$ cat src/rtl/instr_fetch_asm.sv
// Fetch/assemble stage: pairs an even-address word (opcode + target high nibble) with the
// following odd-address word (target low bits), exposes the branch fields to the PC and retires them to decode.

package definitions;
  localparam logic [3:0] kjmp = 4'hA;
endpackage

module instr_fetch_asm #(
  parameter int W    = 9,
  parameter int PCW  = 13,
  parameter int CNTW = 16
) (
  input  logic            CLK,
  input  logic            init,
  input  logic            halt,
  input  logic [PCW-1:0]  PC,
  input  logic [W-1:0]    imem_rdata,
  output logic [PCW-1:0]  imem_addr,
  output logic [3:0]      OP,
  output logic [3:0]      instr1,
  output logic [W-1:0]    instr2,
  output logic            jump_en,
  output logic [3:0]      dec_op,
  output logic [PCW-1:0]  dec_imm,
  output logic            instr_valid,
  output logic            seq_err,
  output logic [CNTW-1:0] instr_count
);

  typedef enum logic [1:0] {S_HI, S_LO, S_HALT} state_t;

  state_t          r_state;
  state_t          w_nextState;
  logic [W-1:0]    r_hi;
  logic [3:0]      r_decOp;
  logic [PCW-1:0]  r_decImm;
  logic            r_valid;
  logic            r_seqErr;
  logic [CNTW-1:0] r_count;
  logic            w_capture;
  logic            w_retire;
  logic            w_seqErr;
  logic            w_jump;
  logic            w_unused;

  always_ff @(posedge CLK) begin
    if (init) r_state <= S_HI;
    else      r_state <= w_nextState;
  end

  always_comb begin
    w_nextState = r_state;
    if (r_state != S_HALT && halt) begin
      w_nextState = S_HALT;
    end else begin
      case (r_state)
        S_HI:    if (!PC[0]) w_nextState = S_LO;
        S_LO:    if (PC[0])  w_nextState = S_HI;
        default: w_nextState = S_HALT;
      endcase
    end
  end

  // A halt sampled on this edge suppresses capture and retire, and drops the jump request.
  always_comb begin
    w_capture = 1'b0;
    w_retire  = 1'b0;
    w_seqErr  = 1'b0;
    w_jump    = 1'b0;
    case (r_state)
      S_HI: begin
        if (!halt) begin
          if (!PC[0]) w_capture = 1'b1;
          else        w_seqErr  = 1'b1;
        end
      end
      S_LO: begin
        w_jump = (r_hi[8:5] == definitions::kjmp) && !halt;
        if (!halt) begin
          if (PC[0]) begin
            w_retire = 1'b1;
          end else begin
            w_seqErr  = 1'b1;
            w_capture = 1'b1;
          end
        end
      end
      default: ;
    endcase
  end

  always_ff @(posedge CLK) begin
    if (init) begin
      r_hi     <= '0;
      r_decOp  <= '0;
      r_decImm <= '0;
      r_valid  <= 1'b0;
      r_seqErr <= 1'b0;
      r_count  <= '0;
    end else begin
      r_valid <= w_retire;
      if (w_capture) r_hi <= imem_rdata;
      if (w_seqErr)  r_seqErr <= 1'b1;
      if (w_retire) begin
        r_decOp  <= r_hi[8:5];
        r_decImm <= {r_hi[3:0], imem_rdata};
        if (r_count != '1) r_count <= r_count + CNTW'(1);
      end
    end
  end

  // Bit 4 of the even word is reserved and deliberately ignored.
  assign w_unused    = r_hi[4];
  assign imem_addr   = PC;
  assign OP          = r_hi[8:5];
  assign instr1      = r_hi[3:0];
  assign instr2      = imem_rdata;
  assign jump_en     = w_jump;
  assign dec_op      = r_decOp;
  assign dec_imm     = r_decImm;
  assign instr_valid = r_valid;
  assign seq_err     = r_seqErr;
  assign instr_count = r_count;

endmodule

$ cat config.mk
export PLATFORM = sky130hd
export DESIGN_NAME = instr_fetch_asm
export DESIGN_NICKNAME = d
export VERILOG_FILES = /design/src/rtl/instr_fetch_asm.sv
export SDC_FILE = /design/constraint.sdc
export NUM_CORES = 1
export LEC_CHECK = 0
export CORE_ASPECT_RATIO = 1.2
export CORE_MARGIN = 2
export CORE_UTILIZATION = 43
export CTS_BUF_LIST = sky130_fd_sc_hd__clkbuf_8
export CTS_CLUSTER_SIZE = 30
export DETAILED_ROUTE_END_ITERATION = 8
export PLACE_DENSITY = 0.88
export SYNTH_ARGS = -nofsm -noshare
export SYNTH_HDL_FRONTEND = slang
export SYNTH_SLANG_ARGS = --single-unit
$ cat constraint.sdc
create_clock -name CLK -period 2.15 [get_ports CLK]
set_input_delay 0.215 -clock CLK [delete_from_list [all_inputs] [get_ports CLK]]
set_output_delay 0.215 -clock CLK [all_outputs]
set_load 0.05 [all_outputs]
==> summary.md, run 1 <==
| Metric | Value |
|---|---|
| Outcome | finished, final reports clean |
| Finish-stage setup viols | 0 |
| Fin cells | 350 |
| Synth-to-layout area growth | 34.8% |
| Post-synth EDFFs | 0 |
| Setup Fix Bufs, Post-CTS | 0 |
| Worst slew pin tran | 587 ps |
| CTS max path bufs | 2 |
| HPWL Detailed | 3630 um |
| Worst path required time | 2380 ps |
| Reg clk slew, reported paths | 90 ps |
| Synth area leader | dfxtp_1 |
| Worst Hold Class | input pin to output pin |
| Initial antenna violation count | 0 |
| Fmax | 505 MHz |
| Worst rel slew slack | 0.608 |
| Net Count, Synth | 267 |
| Die Y | 79.3 um |
| Grt ovf | 0 |
| Core region area | 0.00456 mm2 |
| Worst IR Drop VDD | 501 uV |
| DR WL/cell | 13.9 um |
| Mapped Area | 0.00203 mm2 |
| Hold_ws | 430 ps |
| Post-synthesis cell count | 241 |
| Hold-fix buffers, CTS | 0 |
| Max Cap Violations | 0 |
| Number of global-route vias before repair | 1788 |
| Total routed wirelength | 4850 um |
| Via count | 1846 |
| Hold Violations, Final | 0 |
| Sw frac | 0.273 |
| Row Count | 27 |
| GRT Util Overall | 0.198 |
| P_int | 1150 uW |
| Global-route wire length before repair | 8100 um |
| Overall power | 1580 uW |
| Yosys warnings | 0 |
| Via-to-Cell Ratio | 5.27 |
| Ratio of cells with drive above 1 in the final layout | 0.116 |
| Leakage power | 0.000939 uW |
| DRC | 0 |
| CTS tree | yes |
| Clock share of power | 0.342 |
| Worst Skew | 8.22 ps |
| Input/output buffers | 66 |
| Final Slew Violations | 0 |
| DRT antenna net count | 0 |
| Tcrit/Tclk final | 0.920 |
| CP Class | flip-flop to flip-flop |
| Startpoint types | flip-flop |
| Synth async-reset ratio | 0 |
| Post-synthesis sequential area ratio | 0.444 |
| Net Sw Power | 433 uW |
| Final min period | 1980 ps |
| Gate power share | 0.118 |
| Share of the synthesized area in the top cell type | 0.444 |
| H-tree Lvls | 2 |
| Unique masters post-synth | 41 |
| Starting DRT DRC Count | 149 |
| Post-CTS resize count | 0 |
| Synth area leaders | dfxtp_1, nand2_1, a21oi_1 |
| Unrepaired setup endpoints after global routing | false |
| Largest net degree at the start of global routing | 19 |
| #FFs+latches synth | 45 |
| Mapped Avg Cell Area | 8.43 um2 |
| Worst-skew pair later-pin latency | 300 ps |
| First-pass DRT Iterations | 4 |
| Die Wd | 66.7 um |
| Placed insts | 342 |
| Routability cong. | 0.800 |
| Clk sink count | 45 |
| CP Data Arrival Time | 2210 ps |
| Inserted Clock Buffers | 5 |
| Worst Setup End Kind | flip-flop |
| Utilization after layout | 0.600 |
| Flop pwr share | 0.540 |
| CP Max Fanout | 7 |
| Final nets | 317 |
| ANT cells | 0 |
| Pwr/cell area | 579 mW/mm2 |
| Die area | 0.00529 mm2 |
| Top_reg_cell synth | dfxtp_1 |
| Root Driver | clkbuf_8 |
| # IOs | 91 |
| Initial core utilization | 0.445 |
worst max-delay path, cell delays in order (launching register included):
cell and delay (ps):
dfxtp_2 380, ha_1 240, nand3_2 150, or3_1 510
or4_1 490, a21oi_1 140
logic make-up (layout without fill, tap and decap cells):
kind of cell | after synthesis | after routing | share of synthesized area
fa+ha+maj | 1 | 1 | 0.00616
simple gates | 104 | 104 | 0.257
flops | 45 | 45 | 0.444
mux | 3 | 3 | 0.0160
buf+inv | 37 | 88 | 0.120
xor+xnor | 2 | 2 | 0.00863
compound gates | 49 | 49 | 0.148
registers in the layout, summed over array words and instances (netlist names):
| name | cells |
|---|---|
| dec_op | 4 |
| r_hi | 8 |
| instr_count | 16 |
| seq_err | 1 |
| r_state | 2 |
| dec_imm | 13 |
| instr_valid | 1 |
final timing paths:
check / start / slack (ps) / cells after the start / to
worst max-delay path: instr_count[0]$_SDFFE_PP0P_ / 170 / 5 / instr_count[14]$_SDFFE_PP0P_
worst min-delay path: PC[12] / 430 / 0 / imem_addr[12]
worst max register to register: instr_count[0]$_SDFFE_PP0P_ / 170 / 5 / instr_count[14]$_SDFFE_PP0P_
worst min register to register: dec_imm[11]$_SDFFE_PP0P_ / 460 / 2 / dec_imm[11]$_SDFFE_PP0P_
Yosys cell counts (2+ instances only):
cell type and number:
nor4bb_1 2, nor4_1 2, nand2_1 52, nor2b_1 2, a21oi_1 34, and3_1 3, nand4_2 2, or3_1 6
clkbuf_1 7, o31ai_1 3, xor2_1 2, buf_2 2, nand4_1 3, dfxtp_1 45, clkbuf_8 2, o21ai_0 3
nor3_1 5, nand3_1 3, nor2_1 14, inv_1 3, buf_4 22, nor3b_1 2, or4_1 4
layer usage:
metal	up-vias	share of wire	global-route usage
li1	917	-	-
met1	861	0.40	0.234
met2	60	0.52	0.338
met3	8	0.060	0.0453
met4	0	0.019	0.0816
met5	-	0	0
cells in the final DEF, fill, tap and decap left out, types with 3 or more instances in the layout:
cell type	synthesis	final
a21oi_1	34	34
dfxtp_2	0	6
nor3_1	5	5
dfxtp_1	45	39
inv_1	3	3
or4_1	4	4
nand4_1	3	3
o21ai_0	3	3
clkbuf_8	2	5
buf_4	22	12
nand3_1	3	3
clkdlybuf4s50_1	0	64
o31ai_1	3	3
or3_1	6	6
nand2_1	52	52
nor2_1	14	14
and3_1	3	3
power by group through the flow:
stage	registers [uW]	clock network, uW	logic, uW
after floorplan	905	0	149
after global placement	874	0	186
after detailed placement	875	0	187
after CTS	855	557	188
after global routing	857	594	198
final	855	542	187
stage by stage:
| stage | cell area (um2) | setup TNS [ps] | setup slack, ps |
|---|---|---|---|
| finish | 2740 | 0 | 171 |
| detailed placement | 2640 | -20.7 | -20.7 |
| floorplan | 2040 | 0 | 61.5 |
| global placement | 2640 | 0 | 13.3 |
| CTS | 2740 | 0 | 178 |
| global route | 2740 | 0 | 76.6 |
final cells by class:
cell class	count	area, um2
clock buffer	5	68.8
clock inverter	3	25.0
fill	411	1820
inverter	3	11.3
multi-input combinational	159	901
sequential	45	908
tap	58	72.6
timing repair buffer	77	751
Power figures use the tool's default switching activity.
==> inputs of run 2 (changes only) <==
- CAP_MARGIN: unset -> 10
==> results of run 2 <==
No change in the layout: final DEF, timing and power equal those of run 1.
